File: src/rtl/fetch_queue.sv
// fetch_queue: instruction fetch front end with a small circular queue.
//
// Issues one sequential instruction-memory read per cycle while queue
// credit allows, captures each response one cycle later into a DEPTH-entry
// queue tagged with its fetch address, and presents the queue head to decode.
// A redirect flushes the queue, drops the outstanding response and restarts
// fetching at the redirect target.
//
// Optional feature macro: FETCH_QUEUE_PERF_EN
//   When defined, adds perf_fetch_cnt (pops) and perf_flush_cnt (redirects
//   that threw away at least one queued or inflight entry), both 32 bits.
//
// Handshake: an instruction transfers on a cycle where inst_valid and
// inst_ready are both high; inst_valid depends only on registered state and
// never on inst_ready. imem_req has no ready: memory always answers on
// imem_rdata exactly one cycle after a request.
module fetch_queue #(
    parameter int                 WIDTH    = 32,
    parameter int                 DEPTH    = 4,
    parameter logic [WIDTH-1:0]   RESET_PC = '0
) (
    input  logic                         clk,
    input  logic                         reset,
    input  logic                         redirect_valid,
    input  logic [WIDTH-1:0]             redirect_pc,
    output logic                         imem_req,
    output logic [WIDTH-1:0]             imem_addr,
    input  logic [WIDTH-1:0]             imem_rdata,
    output logic                         inst_valid,
    input  logic                         inst_ready,
    output logic [WIDTH-1:0]             inst_out,
    output logic [WIDTH-1:0]             inst_pc,
`ifdef FETCH_QUEUE_PERF_EN
    output logic [31:0]                  perf_fetch_cnt,
    output logic [31:0]                  perf_flush_cnt,
`endif
    output logic [$clog2(DEPTH+1)-1:0]   count
);

    // Pointer width indexes DEPTH entries; DEPTH is a power of two so the
    // pointers wrap naturally on overflow. Count needs one more value (full).
    localparam int PW = (DEPTH > 1) ? $clog2(DEPTH) : 1;
    localparam int CW = $clog2(DEPTH + 1);

    // Architectural state
    logic [WIDTH-1:0] r_pc;
    logic             r_inflight;
    logic [WIDTH-1:0] r_inflight_pc;
    logic [PW-1:0]    r_wr_ptr;
    logic [PW-1:0]    r_rd_ptr;
    logic [CW-1:0]    r_count;

    // Queue storage: instruction word and the address it came from
    logic [WIDTH-1:0] r_q_word [DEPTH];
    logic [WIDTH-1:0] r_q_pc   [DEPTH];

    // Derived control
    logic [CW:0]      w_occupancy;
    logic             w_credit_ok;
    logic             w_issue;
    logic             w_push;
    logic             w_pop;
    logic             w_empty;
    logic             w_discard;

    // Credit: entries already queued plus the one response still in flight
    // must leave room for the response of a new request.
    always_comb begin
        w_occupancy = {1'b0, r_count} + {{CW{1'b0}}, r_inflight};
        w_credit_ok = (w_occupancy < (CW+1)'(DEPTH));
    end

    // Issue, push and pop decisions for this cycle
    always_comb begin
        w_empty   = (r_count == '0);
        w_issue   = !reset && !redirect_valid && w_credit_ok;
        // A response arriving during a redirect or reset belongs to the old
        // instruction stream and is dropped.
        w_push    = r_inflight && !redirect_valid && !reset;
        w_pop     = !w_empty && inst_ready;
        // A redirect discards work if something stays queued after this
        // cycle's pop, or if a response is still outstanding.
        w_discard = r_inflight || (r_count > {{(CW-1){1'b0}}, w_pop});
    end

    // Output view of the PC and queue head; head reads as zero when empty.
    always_comb begin
        imem_req   = w_issue;
        imem_addr  = r_pc;
        inst_valid = !w_empty;
        inst_out   = w_empty ? '0 : r_q_word[r_rd_ptr];
        inst_pc    = w_empty ? '0 : r_q_pc[r_rd_ptr];
        count      = r_count;
    end

    // PC and inflight tracking: advance on issue, jump on redirect.
    always_ff @(posedge clk) begin
        if (reset) begin
            r_pc          <= RESET_PC;
            r_inflight    <= 1'b0;
            r_inflight_pc <= '0;
        end else if (redirect_valid) begin
            r_pc          <= redirect_pc;
            r_inflight    <= 1'b0;
        end else if (w_issue) begin
            r_pc          <= r_pc + WIDTH'(4);
            r_inflight    <= 1'b1;
            r_inflight_pc <= r_pc;
        end else begin
            r_inflight    <= 1'b0;
        end
    end

    // Queue pointers and occupancy; a redirect empties the queue outright.
    always_ff @(posedge clk) begin
        if (reset || redirect_valid) begin
            r_wr_ptr <= '0;
            r_rd_ptr <= '0;
            r_count  <= '0;
        end else begin
            if (w_push) begin
                r_wr_ptr <= r_wr_ptr + PW'(1);
            end
            if (w_pop) begin
                r_rd_ptr <= r_rd_ptr + PW'(1);
            end
            case ({w_push, w_pop})
                2'b10:   r_count <= r_count + CW'(1);
                2'b01:   r_count <= r_count - CW'(1);
                default: r_count <= r_count;
            endcase
        end
    end

    // Queue storage write; contents need no reset because count gates reads.
    always_ff @(posedge clk) begin
        if (w_push) begin
            r_q_word[r_wr_ptr] <= imem_rdata;
            r_q_pc[r_wr_ptr]   <= r_inflight_pc;
        end
    end

`ifdef FETCH_QUEUE_PERF_EN
    logic [31:0] r_perf_fetch_cnt;
    logic [31:0] r_perf_flush_cnt;

    // Performance counters: delivered instructions and wasteful flushes.
    always_ff @(posedge clk) begin
        if (reset) begin
            r_perf_fetch_cnt <= '0;
            r_perf_flush_cnt <= '0;
        end else begin
            if (w_pop) begin
                r_perf_fetch_cnt <= r_perf_fetch_cnt + 32'd1;
            end
            if (redirect_valid && w_discard) begin
                r_perf_flush_cnt <= r_perf_flush_cnt + 32'd1;
            end
        end
    end

    assign perf_fetch_cnt = r_perf_fetch_cnt;
    assign perf_flush_cnt = r_perf_flush_cnt;
`else
    // Flush-waste detection only feeds the performance counters.
    logic w_unused;
    assign w_unused = w_discard;
`endif

endmodule

File: config.mk
export PLATFORM = sky130hd
export DESIGN_NAME = fetch_queue
export DESIGN_NICKNAME = d
export VERILOG_FILES = /design/src/rtl/fetch_queue.sv
export SDC_FILE = /design/constraint.sdc
export NUM_CORES = 1
export LEC_CHECK = 0
export CAP_MARGIN = 20
export CORE_UTILIZATION = 50
export DETAILED_ROUTE_END_ITERATION = 8
export GPL_TIMING_DRIVEN = 0
export PLACE_DENSITY = 0.73
export SYNTH_ARGS = -nofsm -noshare
export SYNTH_HDL_FRONTEND = slang
export SYNTH_SLANG_ARGS = --single-unit
File: constraint.sdc
create_clock -name clk -period 6.4 [get_ports clk]
set_input_delay 1.92 -clock clk [delete_from_list [all_inputs] [get_ports clk]]
set_output_delay 1.92 -clock clk [all_outputs]
set_load 0.03 [all_outputs]
=== Word level (Yosys, flattened, before mapping) ===
Memory sizes are Yosys's and may differ from the RTL's. A register that Yosys moved wholly into a read port is not among the register bits.
Index checks and enable logic that the tools add are counted.

* Register bits after elaboration: 72
* Bits in latches: 0
* Bits in writable memories: 256
* ROM bits: 0
* Word-level logic and storage cells: 44
* Memories kept: 2

* $add $sub $neg: 6
* Multiply operators: 0
* Div/mod/pow operators: 0
* Magnitude comparators: 1
* Equal/unequal tests: 2
* Shift operators: 0
* Mux-type cells: 12
* Bitwise gates (word level): 1
* Reductions and logical operators: 14

{| class="wikitable"
|+ Memories
! name !! depth !! bits a word !! rd ports !! clocked after memory_dff !! write ports !! RTL line !! source
|-
| r_q_pc || 4 || 32 || 1 || 1 || 1 || 55 || <nowiki>logic [WIDTH-1:0] r_q_pc [DEPTH];</nowiki>
|-
| r_q_word || 4 || 32 || 1 || 1 || 1 || 54 || <nowiki>logic [WIDTH-1:0] r_q_word [DEPTH];</nowiki>
|}

{| class="wikitable"
|+ Operators by type and width
! cell !! count
|-
| $mux 32 || 4
|-
| $add 32x3->32 const B || 1
|-
| $mux 2 || 4
|-
| $pmux 3 s2 || 1
|-
| $logic_and 1x1->1 || 5
|-
| $add 2x1->2 const B || 2
|-
| $add 3x1->4 || 1
|-
| $lt 4x3->1 const B || 1
|-
| $reduce_bool 2->1 || 2
|-
| $add 3x1->3 const B || 1
|-
| $logic_not 1->1 || 3
|-
| $logic_not 3->1 || 1
|-
| $mux 1 || 3
|-
| $sub 3x1->3 const B || 1
|-
| $eq 2x1->1 const B || 1
|-
| $eq 2x2->1 const B || 1
|-
| $reduce_and 2->1 || 1
|-
| $reduce_or 2->1 || 1
|-
| $logic_or 1x1->1 || 1
|-
| $not 1->1 || 1
|}

=== Logic depth before layout (Yosys ltp) ===
Gate-level depths: netlist of run 1.

* Depth after elaboration: 5
* Gate-level depth with buffers: 9
* Gate-level depth less buffers: 8

=== Least setup slack after synthesis of run 1 ===
No wires, ideal clock.

* Path kind: input to output
* Start point: input port redirect_valid
* End point: output port imem_req
* Arrival: 3.182 ns
* Setup slack: 1.298 ns
* Stages on the path: 5
* Cells stage by stage: clkbuf_1 -> nor2_1 -> nand2_1 -> inv_2 -> buf_1

* Longest elaborated chain between the ends: 3

{| class="wikitable"
|+ Ends and longest elaborated chain
! item !! RTL line !! source
|-
| from (decl) || 24 || <nowiki>input logic redirect_valid,</nowiki>
|-
| $logic_not 1->1 || 76 || <nowiki>w_issue = !reset && !redirect_valid && w_credit_ok;</nowiki>
|-
| $logic_and 1x1->1 (2 in series) || 76 ||
|-
| to (decl) || 26 || <nowiki>output logic imem_req,</nowiki>
|}

No other way between the ends.

=== Worst setup path in the final report of run 1 ===
* Start point: input port reset
* End point: output port imem_req

* Longest elaborated chain between the ends: 3

{| class="wikitable"
|+ Ends and longest elaborated chain
! item !! RTL line !! source
|-
| from (decl) || 23 || <nowiki>input logic reset,</nowiki>
|-
| $logic_not 1->1 || 76 ||
|-
| $logic_and 1x1->1 (2 in series) || 76 ||
|}

No other way between the ends.

==> run summary, run 1 <==
• number of design-rule violations left by the first detailed-router iteration: 623
• number of design rule violations left after detail routing: 0
• final non-filler cell total: 1,415
• number of antenna violations at the first check in global routing: 0
• final count of pins violating max slew: 0
• Netlist Area Pre-Place: 13,200 sq um
• switching power total: 949 uW
• part of the power in the clock network: 44.4%
• x dimension of the die: 164 um
• clock buffer depth: 3
• Reg power frac: 50.9%
• cell with the largest stage delay on the worst path: clkdlybuf4s50_1
• part of the power in combinational logic: 4.7%
• status: completed
• Synthesized Nets: 922
• WL/cell: 20.0 um
• First-pass DRT Iterations: 5
• Placeable Area: 26,000 sq um
• average instance area after synthesis: 15.6 sq um
• commonest non-fill, non-tap cell in the layout: edfxtp_1
• Worst Setup Start Kind: primary input
• multi-input gate area in the final layout: 3780 sq um
• number of different library cells in the post-synthesis netlist: 51
• shortest clock period the worst path allows after layout: 5.95 ns
• Remaining Overflow, GRT: 0
• IR drop worst, VDD: 0.000147 V
• RSZ-0062 raised after global routing: false
• TritonCTS clock tree: yes
• number of buffers created by CTS: 34
• number of rows in the core area: 59
• sequential cell area fraction in the yosys report: 69.6%
• clock insertion delay at the later pin of the skew report: 0.51 ns
• register bit count reported by yosys: 330
• summed negative setup slack over all endpoints: 0 ns
• element type at the critical path end: output port
• final setup violation count: 0
• required time of the critical path: 4.48 ns
• startpoint of the most critical setup path: reset
• dpl cells: 1,353
• number of I/O port buffers: 167
• switching share of power: 20.4%
• post-DR vias/cell: 5.64
• share of synthesized flip-flops with an asynchronous set or reset: 0%
• ratio of total power to cell area: 280 nW/um^2
• crit path cell chain: clkdlybuf4s50_1 > nor2_2 > nand2_1 > inv_2 > buf_1 > dlymetal6s2s_1
• number of H-tree levels: 2
• Nets: 1,129
• path type of the worst setup path: in -> out
• area of the die: 27,000 sq um
• GR Util All Layers: 21.6%
• area of all sequential standard cells: 9170 sq um
• Reg-to-Reg Start: r_inflight$_SDFF_PP0_
• vias in the first global route: 7,859
• clock-pin slew reported for the worst setup and hold paths after clock tree synthesis: 0.06 ns
• top fanout value on the critical path: 10
• layout overhead on the synthesized area: 25.9%
• I/O pin total: 169
• detailed-placement wirelength estimate: 18.7 mm
• CTS Hold Buffers Added: 0
• highest clock rate: 168 MHz
• arrival time of data at the critical path endpoint: 4.03 ns
• pin slew with the least headroom to its limit: 0.760 ns
• number of nets with antenna violations after routing: 0
• number of antenna diodes: 0
• hold path startpoint: imem_addr[0]$_SDFFE_PP0P_
• initial cell density of the core: 50.7%
• Synth warnings: 0
• final hold violation count: 0
• DR vias: 7,983
• Internal Power: 3.71 mW
• number of enable-type register cells in the synthesized netlist: 256
• Layout Utilization: 63.9%
• cell at the root of the clock tree: clkbuf_16
• Post-Route WL: 28.3 mm
• Clock Sinks: 330
• largest net degree at the start of global routing: 46
• critical path's top delay family: buffers and inverters
• Lkg Pwr: 5.51 nW
• hold crit path type: reg -> reg
• count of filler cells inserted in the layout: 1,908
• Placer Congestion: 0.910
• clock tree skew after final layout: 0.0212 ns
• share of the clock period used by the worst path after layout: 93.0%
• Die Y-Extent: 164 um
• largest incremental delay on the critical path: 0.51 ns
• remaining max-slew budget at the tightest pin: 49.3%
• total buffers and inverters traversed by the critical path: 4
• first-pass GRT wire length: 44.0 mm
• post-synthesis instance total: 847
• layout cells sized above 1: 13.7%
• Main synth FF type: edfxtp_1
• max-cap violation count: 0
• most frequent cells in the layout: edfxtp_1 (256), clkdlybuf4s50_1 (166), nand2_1 (86), dfxtp_1 (74), and2_1 (72)
==> timing repair <==
action,in CTS,in global routing
gates resized for setup,1,1
buffers inserted,0,0
setup endpoints to repair,1,1
==> flip-flops by register name (all words and copies together), names as in the netlist, named ones only <==
signal	flops
r_q_pc	128
r_inflight	1
r_rd_ptr	2
count	3
r_inflight_pc	32
r_q_word	128
imem_addr	32
r_wr_ptr	2
==> routing by layer <==
layer	vias up	share of wire (%)	track usage, %
met5	-	0	0
met4	0	2.1	6.69
met3	38	7.2	3.61
met2	332	47	34.0
met1	3918	43	30.9
li1	3695	-	-
==> cells in the mapped netlist (all sizes together), types with 8 or more instances <==
cell | count | area (sq um)
mux4 | 64 | 1440
edfxtp | 256 | 7690
a31oi | 9 | 56.3
and2 | 72 | 450
buf | 15 | 70.1
and4 | 8 | 72.6
xor2 | 8 | 70.1
nand4 | 16 | 131
clkbuf | 38 | 143
or4 | 13 | 101
nand3 | 16 | 80.1
a311oi | 9 | 78.8
dfxtp | 74 | 1480
nor2 | 30 | 113
or3 | 9 | 56.3
inv | 11 | 41.3
nand2 | 86 | 323
a21oi | 38 | 190
==> final cells by class <==
type | instances | share of cell area [%]
multi-input cells | 453 | 22.8
plain buffers | 53 | 1.28
clock inverters | 19 | 1.36
well taps | 335 | 2.53
clock buffers | 43 | 5.84
inverters | 11 | 0.249
flip-flops and latches | 330 | 55.3
repair buffers | 171 | 10.7
==> power groups by stage <==
| stage | Clock [mW] | Combinational, mW | Sequential, mW |
|---|---|---|---|
| 4_1_cts | 2.10 | 0.220 | 2.37 |
| 3_5_place_dp | 0 | 0.219 | 2.41 |
| 3_3_place_gp | 0 | 0.214 | 2.41 |
| 5_1_grt | 2.18 | 0.236 | 2.37 |
| 6_report | 2.07 | 0.219 | 2.37 |
| 2_1_floorplan | 0 | 0.0795 | 2.43 |
==> worst min-delay path: stages (launching register included) <==
cell     delay (ns)
dfxtp_1        0.33
nand2_1        0.06
a21oi_1        0.05
==> kinds of logic (layout without fill, tap and decap cells) <==
family / after synthesis / in the layout / share of synthesized area, %
AOI/OAI and AO/OA: 93 / 93 / 4.60
xor gates and xnor gates: 13 / 13 / 0.864
adders and majority gates: 7 / 7 / 0.721
buffers and inverters: 64 / 297 / 1.93
DFF: 330 / 330 / 69.6
muxes: 67 / 67 / 11.2
and+or+nand+nor: 273 / 273 / 11.2
==> per-stage QoR <==
step                power (mW)  instance area (sq um)  hold WS (ns)  setup WS, ns
finish                    4.65                  16600         0.488         0.449
global route              4.79                  16600         0.523         0.289
CTS                       4.69                  16600         0.488        0.0547
detailed placement        2.63                  15400         0.480        -0.117
global placement          2.63                  15300         0.476       -0.0446
floorplan                 2.51                  13200         0.460          1.30
==> worst paths after layout <==
check / slack, ns / depth (start not counted) / end
setup / recovery: 0.45 / 6 / imem_req
hold / removal: 0.49 / 2 / r_inflight_pc[0]$_SDFFE_PP0P_
setup reg to reg: 3.92 / 7 / imem_addr[26]$_SDFFE_PP0P_
hold reg to reg: 0.49 / 2 / r_inflight_pc[0]$_SDFFE_PP0P_
(Power assumes the default switching activity.)
==> inputs of run 2 (changes only) <==
- CAP_MARGIN: 20 -> not set
==> results of run 2 <==
Same layout as run 1: the final DEF is identical, and so are final timing and power.
==> inputs of run 3 (changes only) <==
--- a/config.mk
+++ b/config.mk
@@ -9,4 +9,5 @@
 export DETAILED_ROUTE_END_ITERATION = 8
 export GPL_TIMING_DRIVEN = 0
+export MAX_ROUTING_LAYER = met4
 export PLACE_DENSITY = 0.73
 export SYNTH_ARGS = -nofsm -noshare
==> constraint.sdc (replaced) <==
create_clock -name clk -period 6.4 [get_ports clk]
set_input_delay 1.28 -clock clk [delete_from_list [all_inputs] [get_ports clk]]
set_output_delay 1.28 -clock clk [all_outputs]
set_load 0.03 [all_outputs]
==> run summary, run 3 (synthesized netlist as in run 1, its figures left out) <==
• switching power total: 965 uW
• Nets: 1,130
• clock-pin slew reported for the worst setup and hold paths after clock tree synthesis: 0.06 ns
• Placer Congestion: 0.923
• Overall Power: 4.58 mW
• path type of the worst setup path: in -> out
• commonest non-fill, non-tap cell in the layout: edfxtp_1
• I/O pin total: 169
• initial cell density of the core: 50.7%
• number of buffers created by CTS: 35
• first-pass GRT wire length: 45.2 mm
• TritonCTS clock tree: yes
• number of design-rule violations left by the first detailed-router iteration: 627
• hold crit path type: reg -> reg
• required time of the critical path: 5.12 ns
• clock tree skew after final layout: 0.0149 ns
• part of the power in the clock network: 43.5%
• global-route met2 utilization: 35.9%
• total buffers and inverters traversed by the critical path: 4
• largest net degree at the start of global routing: 61
• Placeable Area: 26,000 sq um
• Post-Route WL: 28.9 mm
• Post-CTS Repair Setup Buffers: 0
• DR vias: 8,036
• highest clock rate: 188 MHz
• critical path's top delay family: buffers and inverters
• PostCTS Resize Cnt: 0
• number of design rule violations left after detail routing: 0
• arrival time of data at the critical path endpoint: 4.03 ns
• x dimension of the die: 164 um
• final hold violation count: 0
• Worst Hold Margin: 0.481 ns
• area of the die: 27,000 sq um
• switching share of power: 21.1%
• cell depth of the worst min-delay path: 2
• Remaining Overflow, GRT: 0
• biggest registers after layout: r_q_pc: 128 flops, r_q_word: 128 flops
• element type at the critical path end: output port
• remaining max-slew budget at the tightest pin: 50.3%
• largest incremental delay on the critical path: 0.81 ns
• number of H-tree levels: 2
• Lkg Pwr: 5.48 nW
• post-DR vias/cell: 5.68
• layout overhead on the synthesized area: 25.5%
• RSZ-0062 raised after global routing: false
• Clock Sinks: 330
• final count of pins violating max slew: 0
• number of I/O port buffers: 167
• clock buffer depth: 3
• Internal Power: 3.62 mW
• layout cells sized above 1: 13.5%
• clock insertion delay at the later pin of the skew report: 0.50 ns
• Die Y-Extent: 164 um
• CP most frequent cell: clkdlybuf4s50_1
• status: completed
• Worst Setup Start Kind: primary input
• IR drop worst, VDD: 0.000181 V
• cell with the largest stage delay on the worst path: clkdlybuf4s50_1
• met3 Usage GRT: 3.74%
• instance area after placement: 15,400 sq um
• max-cap violation count: 0
• summed negative setup slack over all endpoints: 0 ns
• pin slew with the least headroom to its limit: 0.745 ns
• final cell area excluding filler cells: 16,500 sq um
• WL/cell: 20.4 um
• Most Crowded Layer GR: met2
• final setup violation count: 0
• Reg power frac: 51.7%
• final setup margin: 1.09 ns
• First-pass DRT Iterations: 6
• dpl cells: 1,353
• CTS Hold Buffers Added: 0
• Layout Utilization: 63.6%
• number of rows in the core area: 59
• number of nets with antenna violations after routing: 0
• shortest clock period the worst path allows after layout: 5.31 ns
• final non-filler cell total: 1,416
• ratio of total power to cell area: 277 nW/um^2
• number of antenna diodes: 0
• crit path cell chain: clkdlybuf4s50_1 > nor2_1 > nand2_1 > inv_2 > buf_1 > clkdlybuf4s50_1
• cell at the root of the clock tree: clkbuf_16
• part of the power in combinational logic: 4.8%
• share of the clock period used by the worst path after layout: 83.0%
• number of antenna violations at the first check in global routing: 0
• detailed-placement wirelength estimate: 18.5 mm
• vias in the first global route: 8,125
• worst reg2reg path depth: 7
• setup slack at placement: 1.12 ns
• critical path depth in cells: 6
• top fanout value on the critical path: 10
• most frequent cells in the layout: edfxtp_1 (256), clkdlybuf4s50_1 (167), nand2_1 (86), dfxtp_1 (74), and2_1 (72)
• global routing usage on met1: 31.3%
• GR Util All Layers: 22.9%
## run 3: layer usage
layer	part of all wire, %	vias up
met2	48	308
met3	6.6	44
met4	2.0	0
met5	0	-
li1	-	3706
met1	44	3978
## run 3: final timing paths
| path | slack [ns] | end | start |
|---|---|---|---|
| setup / recovery | 1.09 | imem_req | reset |
| hold / removal | 0.48 | r_inflight_pc[0]$_SDFFE_PP0P_ | imem_addr[0]$_SDFFE_PP0P_ |
| setup reg to reg | 3.86 | r_inflight_pc[29]$_SDFFE_PP0P_ | r_inflight$_SDFF_PP0_ |
| hold reg to reg | 0.48 | r_inflight_pc[0]$_SDFFE_PP0P_ | imem_addr[0]$_SDFFE_PP0P_ |
## run 3: area by class of cell
type                            instances  area, sq um
Tap cell                              335          419
Fill cell                            1905         9450
Clock inverter                         23          196
Clock buffer                           40          947
Multi-Input combinational cell        453         3780
Inverter                               11         41.3
Timing Repair Buffer                  171         1770
Buffer                                 53          213
Sequential cell                       330         9170
## run 3: power groups by stage
| stage | registers (mW) | clock network [mW] | logic, mW |
|---|---|---|---|
| floorplan | 2.43 | 0 | 0.0795 |
| global placement | 2.41 | 0 | 0.215 |
| detailed placement | 2.41 | 0 | 0.220 |
| CTS | 2.37 | 2.03 | 0.222 |
| global route | 2.37 | 2.11 | 0.237 |
| finish | 2.37 | 1.99 | 0.222 |
## run 3: worst register-to-register path: cells and delay by family, from the launching register on
kind            cells  cell delay, ns
flops               1            0.30
simple gates        2            0.50
compound gates      2            0.72
buf+inv             3            0.94
